File: config.mk
export PLATFORM = sky130hd
export DESIGN_NAME = mux_stream_n
export DESIGN_NICKNAME = d
export VERILOG_FILES = /design/src/rtl/mux_stream_n.sv
export SDC_FILE = /design/constraint.sdc
export NUM_CORES = 1
export LEC_CHECK = 0
export ABC_AREA = 1
export BUFFER_PORTS_ARGS = -buffer_cell sky130_fd_sc_hd__clkbuf_2
export CORE_AREA = 2 2 230 232
export CTS_BUF_LIST = sky130_fd_sc_hd__clkbuf_2 sky130_fd_sc_hd__clkbuf_4 sky130_fd_sc_hd__clkbuf_8
export DETAILED_ROUTE_END_ITERATION = 10
export DIE_AREA = 0 0 232 234
export GPL_TIMING_DRIVEN = 0
export MAX_ROUTING_LAYER = met4
export SLEW_MARGIN = 10
export SYNTH_ARGS = -nofsm -noshare
export SYNTH_HDL_FRONTEND = slang
export SYNTH_SLANG_ARGS = --single-unit
export TNS_END_PERCENT = 100
File: constraint.sdc
create_clock -name clock -period 3.5 [get_ports clock]
set_clock_uncertainty 0.15 [all_clocks]
set_input_delay 0.525 -clock clock [delete_from_list [all_inputs] [get_ports clock]]
set_output_delay 0.525 -clock clock [all_outputs]
set_load 0.01 [all_outputs]
File: src/rtl/mux_stream_n.sv
// N-input valid/ready stream mux with a registered output stage.
// Grant by external select (mode=0) or round-robin from a rotating pointer (mode=1).
module mux_stream_n #(
    parameter int WIDTH = 32,
    parameter int CHANNELS = 16,
    localparam int SEL_W = (CHANNELS > 2) ? $clog2(CHANNELS) : 1
) (
    input  logic                      clock,
    input  logic                      reset,
    input  logic                      mode,
    input  logic [SEL_W-1:0]          select,
    input  logic [CHANNELS-1:0]       in_valid,
    input  logic [CHANNELS*WIDTH-1:0] in_data,
    output logic [CHANNELS-1:0]       in_ready,
    output logic                      out_valid,
    output logic [WIDTH-1:0]          out_data,
    output logic [SEL_W-1:0]          out_chan,
    input  logic                      out_ready
);

    logic             accept;
    logic             xfer;
    logic             gnt_vld;
    logic [SEL_W-1:0] gnt;
    logic [WIDTH-1:0] gnt_data;
    logic [SEL_W-1:0] ptr;
    logic             hi_vld;
    logic             lo_vld;
    logic [SEL_W-1:0] hi_idx;
    logic [SEL_W-1:0] lo_idx;

    assign accept = !out_valid || out_ready;

    // Round-robin: lowest valid index at or above ptr, else wrap to lowest valid overall.
    always_comb begin
        hi_vld = 1'b0;
        lo_vld = 1'b0;
        hi_idx = '0;
        lo_idx = '0;
        for (int k = CHANNELS - 1; k >= 0; k--) begin
            if (in_valid[k]) begin
                lo_vld = 1'b1;
                lo_idx = SEL_W'(k);
                if (SEL_W'(k) >= ptr) begin
                    hi_vld = 1'b1;
                    hi_idx = SEL_W'(k);
                end
            end
        end
    end

    always_comb begin
        gnt_vld = 1'b0;
        gnt     = '0;
        if (!mode) begin
            for (int k = 0; k < CHANNELS; k++) begin
                if (select == SEL_W'(k) && in_valid[k]) begin
                    gnt_vld = 1'b1;
                    gnt     = SEL_W'(k);
                end
            end
        end else begin
            gnt_vld = lo_vld;
            gnt     = hi_vld ? hi_idx : lo_idx;
        end
    end

    always_comb begin
        gnt_data = '0;
        in_ready = '0;
        for (int k = 0; k < CHANNELS; k++) begin
            if (gnt == SEL_W'(k)) begin
                gnt_data    = in_data[k*WIDTH +: WIDTH];
                in_ready[k] = reset && accept && gnt_vld;
            end
        end
    end

    assign xfer = reset && accept && gnt_vld;

    always_ff @(posedge clock or negedge reset) begin
        if (!reset) begin
            out_valid <= 1'b0;
            out_data  <= '0;
            out_chan  <= '0;
            ptr       <= '0;
        end else begin
            if (xfer) begin
                out_valid <= 1'b1;
                out_data  <= gnt_data;
                out_chan  <= gnt;
            end else if (out_ready) begin
                out_valid <= 1'b0;
            end
            if (xfer && mode) begin
                ptr <= (int'(gnt) == CHANNELS - 1) ? '0 : gnt + SEL_W'(1);
            end
        end
    end

endmodule

== Word level (Yosys, flattened, before mapping) ==
Cells that the tools add are included.
Cells by class
  $lt $le $gt $ge: 16
  shift operators: 0
  divide/modulo/power cells: 0
  reductions and logical operators: 24
  muxes and demuxes: 165
  eq/ne operators: 31
  bitwise logic cells: 0
  $add $sub $neg: 1
  multiply operators: 0
Operators by type and width (count)
  32-bit two-way mux: 16
  4-bit two-way mux: 65
  1-bit two-way mux: 84
  4-bit == test, second input constant: 16
  4-bit by 3-bit == test with 1-bit output, second input constant: 8
  4-bit >= comparator, first input constant: 8
  1-bit logical AND: 19
  4-bit by 2-bit == test with 1-bit output, second input constant: 4
  3-bit by 4-bit >= comparator with 1-bit output, first input constant: 4
  4-bit by 1-bit == test with 1-bit output, second input constant: 3
  1-bit by 4-bit >= comparator with 1-bit output, first input constant: 2
  2-bit by 4-bit >= comparator with 1-bit output, first input constant: 2
  4-bit zero test: 2
  4-bit by 1-bit adder with 4-bit output, second input constant: 1
  2-bit nonzero test: 1
  1-bit zero test: 1
  1-bit logical OR: 1
Word-level totals
  latch bits: 0
  register bits: 41
  bits in read-only memories: 0
  input port bits: 536
  memories: 0
  bits in writable memories: 0

== Longest topological paths before layout ==
Gate-level depths: netlist of run 1.
  word-level depth: 52
  gate-level depth with buffers: 35
  depth with buffers taken out: 32

== Worst setup path before layout of run 1 ==
OpenSTA, ideal clock, no wires.
  kind: flip-flop to flip-flop
  start point: register ptr[3]
  end point: register out_data[16]
  path slack: -0.196 ns
  stages on the path, launching flop included: 32
  data arrival time: 3.429 ns
  setup time: 0.116 ns
  cell sequence: dfrtp_1 -> buf_2 -> nand2_2 -> nor2_1 -> nor2_1 -> nor2_2 -> nand2_1 -> nor2_1 -> nand2_1 -> o41ai_1 -> o21ai_0 -> inv_1 -> ha_1 -> clkbuf_1 -> nand3_2 -> buf_4 -> clkbuf_2 -> or2_0 -> nand3_1 -> nand3_1 -> nand2_1 -> nand2_1 -> nand2_1 -> nand2_1 -> nand2_1 -> nand2_1 -> nand2_1 -> nand4_1 -> nand2_1 -> nand2_1 -> nand2_1 -> nand2_1
Between the ends
  longest elaborated chain between the ends: 52
  elaborated cells on any way between the ends: 114
  classes of those cells: order compare: 16; eq/ne: 15; mux: 82; reduce/logical: 1
RTL lines
  start: declaration: RTL line 26  | logic [SEL_W-1:0] ptr;
  start signal: assignment: RTL line 96  | ptr <= (int'(gnt) == CHANNELS - 1) ? '0 : gnt + SEL_W'(1);
  4-bit >= comparator: RTL line 44  | if (SEL_W'(k) >= ptr) begin
  4-bit two-way mux or 1-bit two-way mux (tied branches): RTL line 44
  4-bit two-way mux or 1-bit two-way mux (tied branches): RTL line 41  | if (in_valid[k]) begin
  4-bit two-way mux or 1-bit two-way mux (tied branches): RTL line 44
  4-bit two-way mux or 1-bit two-way mux (tied branches): RTL line 41
  4-bit two-way mux or 1-bit two-way mux (tied branches): RTL line 44
  4-bit two-way mux or 1-bit two-way mux (tied branches): RTL line 41
  4-bit two-way mux or 1-bit two-way mux (tied branches): RTL line 44
  [... 23 more ...]
  4-bit two-way mux or 1-bit two-way mux (tied branches): RTL line 44
  4-bit two-way mux or 1-bit two-way mux (tied branches): RTL line 41
  4-bit two-way mux *: RTL line 64  | gnt = hi_vld ? hi_idx : lo_idx;
  4-bit two-way mux *: RTL line 55  | if (!mode) begin
  named net gnt[1]: RTL line 24  | logic [SEL_W-1:0] gnt;
  4-bit zero test: RTL line 72  | if (gnt == SEL_W'(k)) begin
  32-bit two-way mux (15 in a row): RTL line 72
  32-bit two-way mux *: RTL line 72
  end signal: assignment: RTL line 90  | out_data <= gnt_data;
  end: declaration: RTL line 16  | output logic [WIDTH-1:0] out_data,
The timed path passes the listed nets; every way through them passes the cells marked *.
A chain may end at the register's enable or synchronous reset.

== Worst setup path after layout of run 1 ==
  start point: register ptr[2]
  end point: register out_data[15]
The elaborated chain is that of the path after synthesis.

==> impl_results.rst, run 1 <==
.. list-table::
   :header-rows: 1

   * - Metric
     - Value
   * - CTS HTree Levels
     - 2
   * - Quantity of I/O buffers inserted on ports
     - roughly 590
   * - Num Clock Sinks
     - 41
   * - Routed Wire Length
     - approximately 64000 um
   * - CTS tree
     - done
   * - Vias per cell
     - 4.445
   * - Leading post-synthesis cells by instance count
     - nand2_1 (636), inv_1 (196), nor2_1 (157), nand3_1 (154), a21oi_1 (127)
   * - Endpoint class of the critical path
     - flop
   * - Flops & latches, synth
     - 41
   * - Final worst path period share
     - 121.8%
   * - Antenna-violating nets left
     - 0
   * - Worst Slack Setup Final
     - -0.7629 ns
   * - Relative slew slack
     - 42.46%
   * - Die width
     - between 200 and 250 um
   * - Sequential share of the synthesized area
     - 12.48%
   * - Clock transition at path regs
     - around 0.10 ns
   * - Arrival time reported for the critical path endpoint
     - roughly 4.3 ns
   * - Area of the placeable core
     - 0.05202 sq mm
   * - Fraction of layout cells with a size suffix above 1
     - 45.17%
   * - Chip height
     - 234 um
   * - CTS buffer count
     - 5
   * - Achievable clock frequency
     - 234.6 MHz
   * - # placed instances
     - 2960
   * - Detailed-routing iteration count for the pre-antenna-repair pass
     - 5
   * - Proportion of synthesized flip-flops having asynchronous set or reset
     - 100.0%
   * - Routing layer with the top usage in global route
     - met2
   * - Number of remaining DRC errors
     - 0
   * - Crit path time final
     - between 4 and 5 ns
   * - Worst setup path class
     - flop to flop
   * - Critical Path Max Stage Delay
     - 0.48 ns
   * - Yosys top cell by area
     - nand2_1
   * - Yosys warns
     - 0
   * - Crit path launch type
     - flop
   * - Post-synthesis cell type count
     - 37
   * - Number of global-route vias before repair
     - 12870
   * - Syn Std Cell Area
     - 0.008224 sq mm
   * - MaxCap Viol Count
     - 0
   * - Combined global-route utilization of all metal layers
     - a little under a quarter
   * - Effective utilization at floorplan
     - 15.81%
   * - Syn Area/Cell
     - 4.884 sq um
   * - Power density cells
     - about 560 mW/mm^2
   * - Worst Hold Class
     - primary input to asynchronous set/reset pin
   * - Maximum vdd drop
     - between 0.2 and 0.25 mV
   * - Area growth syn-to-layout
     - 79.67%
   * - Endpoints failing setup
     - 45
   * - Violations in the final reports
     - setup timing
   * - Antenna violations before repair
     - 4
   * - GRT met3 Usage
     - 2.274%
   * - Setup TNS
     - -23.55 ns
   * - Max Slew Vio Count
     - 0
   * - Status
     - finished, violations left
   * - Wire length of the first global-routing pass
     - 87310 um
   * - Cell types occupying the most area after synthesis
     - nand2_1 (29%), dfrtp_1 (12%), nand3_1 (9.4%)
   * - Final non-filler cell total
     - 3053
   * - Die footprint
     - roughly 0.054 sq mm
   * - Post-synth EDFFs
     - 0
   * - Leak pwr
     - 8.333 nW
   * - Maximum number of pins on one net before global-route repair
     - 33
   * - Row count
     - 84
   * - Met1 Use GR
     - 28.18%
   * - Slowest-stage cell, CP
     - dfrtp_2
   * - Most common flop cell mapped by yosys
     - dfrtp_1
   * - Depth of the worst register-to-register path
     - 33
   * - Biggest fanout along the worst timing path
     - 7
   * - IO Pins
     - 589
   * - Grt ovf
     - 0
   * - GR Util met2
     - between 30% and 40%
   * - GPL Wtd Cong
     - 1.012
   * - Number of hold violations in the final report
     - 0
   * - Gate count of the mapped netlist
     - 1684
   * - Clock insertion delay at the later pin of the skew report
     - 0.32 ns
   * - Most frequent cell after synthesis
     - nand2_1
   * - Average wire per cell in the routed design
     - approximately 21 um
   * - Required time of the critical path
     - approximately 3.6 ns
   * - Net total in the final layout
     - 2899
   * - Detail Placement HPWL
     - 53460 um
   * - Proportion of netlist area held by the largest area contributor
     - 29.03%
   * - Setup repair after global routing missed its margin
     - true
   * - Net Count, Synth
     - 2224
   * - Power after layout
     - 8.229 mW
   * - Maximum buffer depth of the clock tree
     - 2
   * - Worst slew pin tran
     - approximately 0.86 ns
   * - CTS Root Buffer Type
     - clkbuf_8
   * - Detailed Route Iter0 Violations
     - 792
   * - Cell seen most often among critical-path stages
     - nand2_2
   * - Routed via count
     - around 14000
-- worst paths after layout --
path	start	to	slack, ns
min reg2reg	out_data[5]$_DFFE_PN0P_	out_data[5]$_DFFE_PN0P_	0.34
min	reset	out_data[18]$_DFFE_PN0P_	0.04
max reg2reg	ptr[2]$_DFFE_PN0P_	out_data[15]$_DFFE_PN0P_	-0.76
max in group asynchronous	reset	ptr[2]$_DFFE_PN0P_	2.04
max	ptr[2]$_DFFE_PN0P_	out_data[15]$_DFFE_PN0P_	-0.76
min in group clock	out_ready	out_valid$_DFFE_PN0P_	0.24
-- layer usage --
layer | up-vias | wire length [um]
met5 | - | 0
met4 | 0 | 2991
met3 | 100 | 3791
met2 | 644 | 30480
met1 | 6150 | 27200
li1 | 6676 | -
-- cells by family after synthesis --
kind of cell	share of synthesized area (%)
flops	12.48
compound gates	16.04
simple gates	55.55
fa+ha+maj	0.6086
buf+inv	15.34
-- sequential cells by signal, indices dropped and copies added, names as in the netlist --
| signal | flops |
|---|---|
| out_chan | 4 |
| out_valid | 1 |
| out_data | 32 |
| ptr | 4 |
-- cells in the final DEF (no fill, tap or decap), drive strengths merged, types with 17 or more instances in the layout --
cell	netlist	final
a21boi	17	17
a21oi	127	127
buf	53	145
clkbuf	53	635
dfrtp	41	41
inv	205	204
nand2	641	641
nand3	156	156
nand4	33	33
nor2	170	170
nor3	38	38
o21ai	98	98
or2	35	35
-- critical path, delay by kind of cell, from the launching register on --
kind	cells	cell delay [ns]
AO/OA/AOI/OAI	8	0.96
adder cells (fa/ha/maj)	1	0.17
buffers and inverters	4	0.54
flip-flops	1	0.48
AND/OR/NAND/NOR	20	1.83
-- where the power goes --
part | total [mW] | internal [mW] | switching (mW) | leakage (nW)
clock network | 0.382 | 0.179 | 0.203 | 0.0543
logic | 7.02 | 2.51 | 4.52 | 7.76
registers | 0.822 | 0.675 | 0.148 | 0.514
total | 8.23 | 3.36 | 4.87 | 8.33
-- area by class of cell --
class,instances,area [sq um]
fill,6122,37250
multi-input combinational,1332,7422
timing repair buffer,670,3720
sequential,41,1028
tap,688,860.8
buffer,104,828.3
inverter,205,803.3
clock buffer,7,96.34
antenna,5,12.51
clock inverter,1,5.005
-- what timing repair did --
action                     in CTS  in global routing
gates cloned                    2                  2
hold endpoints to repair       32                  0
gates resized for setup       388                145
setup endpoints to repair      50                 48
setup buffers                  46                 31
hold buffers                    2                  0
pin swaps                      99                 99
-- metrics by stage --
stage	area, sq um	utilization, %	setup slack, ns	hold slack (ns)
finish	14780	28.40	-0.7629	0.04065
global route	14770	28.40	-1.088	0.03043
CTS	13990	26.90	-0.8513	0.02914
detailed placement	12050	23.16	-1.878	0.3147
global placement	12050	23.16	-1.857	0.3128
floorplan	8243	-	0.001189	0.07941
Note: power is estimated with default switching activity, not from simulation.
==> run 2, diff against run 1 <==
--- a/config.mk
+++ b/config.mk
@@ -13,6 +13,7 @@
 export DIE_AREA = 0 0 232 234
 export GPL_TIMING_DRIVEN = 0
 export MAX_ROUTING_LAYER = met4
+export SKIP_CTS_REPAIR_TIMING = 1
 export SLEW_MARGIN = 10
 export SYNTH_ARGS = -nofsm -noshare
 export SYNTH_HDL_FRONTEND = slang
==> impl_results.rst, run 2 (synthesized netlist as in run 1, its figures left out) <==
.. list-table::
   :header-rows: 1

   * - Metric
     - Value
   * - Number of remaining DRC errors
     - 0
   * - Worst Slack Setup Final
     - -0.9099 ns
   * - Grt ovf
     - 0
   * - Die width
     - 232 um
   * - Chip height
     - 234 um
   * - Endpoints failing setup
     - between 40 and 50
   * - Leak pwr
     - 8.029 nW
   * - CTS Root Buffer Type
     - clkbuf_8
   * - Wire length of the first global-routing pass
     - 84360 um
   * - Clock insertion delay at the later pin of the skew report
     - 0.32 ns
   * - Layout fillers
     - between 6000 and 7000
   * - Die footprint
     - ~0.054 sq mm
   * - Crit path launch type
     - flop
   * - Comb power frac
     - 84.5%
   * - Final-layout worst hold slack
     - 0.2429 ns
   * - Antenna violations before repair
     - 7
   * - Routed via count
     - around 13000
   * - Violations in the final reports
     - setup timing
   * - IO Pins
     - 589
   * - Endpoint class of the critical path
     - flop
   * - Relative slew slack
     - 39.69%
   * - Most frequent standard cell in the layout excluding fill and tap cells
     - clkbuf_2
   * - Detailed Route Iter0 Violations
     - around 760
   * - Fraction of layout cells with a size suffix above 1
     - 41.98%
   * - Setup repair after global routing missed its margin
     - true
   * - Num Clock Sinks
     - 41
   * - Quantity of I/O buffers inserted on ports
     - 588
   * - GPL Wtd Cong
     - 1.012
   * - MaxCap Viol Count
     - 0
   * - CTS tree
     - done
   * - Clock transition at path regs
     - about 0.09 ns
   * - Biggest fanout along the worst timing path
     - 7
   * - CTS HTree Levels
     - 2
   * - Maximum buffer depth of the clock tree
     - 2
   * - Status
     - finished, violations left
   * - Worst setup path class
     - flop to flop
   * - Routed Wire Length
     - 63850 um
   * - Power density cells
     - about 550 mW/mm^2
   * - CTS buffer count
     - 5
   * - Crit path time final
     - approximately 4.4 ns
   * - Switching share of power
     - about three fifths
   * - Flip-flop count of the largest register, all copies and words added
     - 32
   * - Row count
     - 84
   * - Worst Hold Class
     - primary input to flop
   * - Antenna-violating nets left
     - 0
   * - Commonest non-fill, non-tap cells in the layout
     - clkbuf_2 (582), nand2_1 (538), inv_1 (191)
   * - Cell seen most often among critical-path stages
     - nand2_1
   * - Achievable clock frequency
     - 226.8 MHz
   * - Number of global-route vias before repair
     - 12400
   * - Maximum number of pins on one net before global-route repair
     - 43
   * - Final worst path period share
     - 126.0%
   * - Required time of the critical path
     - 3.62 ns
   * - Register share of total power
     - a little over a tenth
   * - Max Slew Vio Count
     - 0
   * - Slowest-stage cell, CP
     - dfrtp_2
   * - Critical Path Max Stage Delay
     - 0.50 ns
   * - Net total in the final layout
     - 2871
   * - Reg with most FFs
     - out_data
   * - Average wire per cell in the routed design
     - 21.09 um
   * - Number of hold violations in the final report
     - 0
   * - Net load switching power
     - 4.677 mW
   * - Vias per cell
     - 4.444
   * - Area growth syn-to-layout
     - 71.40%
   * - Share of power burned in the clock network
     - 4.9%
   * - Detailed-routing iteration count for the pre-antenna-repair pass
     - 5
   * - Worst slew pin tran
     - 0.9016 ns
   * - Combined global-route utilization of all metal layers
     - between 20% and 30%
   * - Area of the placeable core
     - 0.05202 sq mm
   * - Detail Placement HPWL
     - 53460 um
   * - Effective utilization at floorplan
     - between 10% and 20%
   * - Largest registers
     - out_data x32, out_chan x4, ptr x4
   * - Arrival time reported for the critical path endpoint
     - 4.53 ns
   * - Fraction of the core area covered by cells at the end of the flow
     - a little over a quarter
   * - Cell internal pwr
     - 3.099 mW
   * - Maximum vdd drop
     - 0.2264 mV
run 2: cell types whose count changed in the layout (fill, tap and decap cells not counted), sizes merged:
| cell | previous run | this run |
|---|---|---|
| dlygate4sd3 | 1 | 2 |
| clkinvlp | 1 | 2 |
| clkbuf | 635 | 626 |
| clkinv | 1 | 2 |
| buf | 145 | 125 |
| diode | 5 | 8 |
| inv | 204 | 202 |
run 2: layer usage:
metal  global-route usage, %  vias up  wire length, um
met5                       -        -                0
met4                   9.275        0             2795
met3                   2.201      102             4042
met2                   37.27      618            30250
met1                   27.55     6117            26760
li1                        -     6619                -
run 2: area by class of cell:
| type | instances | area, sq um | area share (%) |
|---|---|---|---|
| repair buffers | 640 | 3482 | 24.70 |
| diodes | 8 | 20.02 | 0.1420 |
| plain buffers | 106 | 729.5 | 5.175 |
| multi-input cells | 1332 | 7072 | 50.17 |
| clock buffers | 7 | 96.34 | 0.6835 |
| well taps | 688 | 860.8 | 6.107 |
| clock inverters | 1 | 5.005 | 0.03551 |
| inverters | 205 | 802.0 | 5.690 |
| flip-flops and latches | 41 | 1028 | 7.296 |
run 2: worst max-delay path, delay by kind of cell (launching register included):
family | cells | cell delay [ns]
compound gates | 6 | 0.73
fa+ha+maj | 1 | 0.15
buf+inv | 4 | 0.62
flops | 1 | 0.50
simple gates | 22 | 2.18
run 2: power groups by stage:
stage / combinational, mW / sequential (mW) / clock, mW
final: 6.57 / 0.820 / 0.383
after global routing: 7.11 / 0.840 / 0.414
after CTS: 5.28 / 0.800 / 0.399
after detailed placement: 5.28 / 0.798 / 0
after global placement: 5.26 / 0.809 / 0
after floorplan: 2.62 / 0.870 / 0
run 2: path summary, 6_finish.rpt:
kind                                           from                       end  slack, ns  cells after the start
setup / recovery                 ptr[2]$_DFFE_PN0P_   out_data[7]$_DFFE_PN0P_      -0.91                     33
hold reg to reg            out_data[12]$_DFFE_PN0P_  out_data[12]$_DFFE_PN0P_       0.34                      2
max in group asynchronous                     reset        ptr[0]$_DFFE_PN0P_       1.81                      2
hold / removal                            out_ready     out_valid$_DFFE_PN0P_       0.24                      2
min in group asynchronous                     reset  out_data[19]$_DFFE_PN0P_       0.58                      3
setup reg to reg                 ptr[2]$_DFFE_PN0P_   out_data[7]$_DFFE_PN0P_      -0.91                     33
run 2: through the flow:
stage | setup slack [ns] | cells | TNS (ns) | area, sq um | total power [mW]
after global placement | -1.857 | 2960 | -63.72 | 12050 | 6.072
after global routing | -1.181 | 3027 | -39.26 | 14090 | 8.362
final | -0.9099 | 3028 | -27.36 | 14100 | 7.775
after detailed placement | -1.878 | 2960 | -65.60 | 12050 | 6.074
after floorplan | 0.001189 | 1684 | 0 | 8243 | 3.489
after CTS | -1.879 | 2968 | -66.05 | 12150 | 6.477
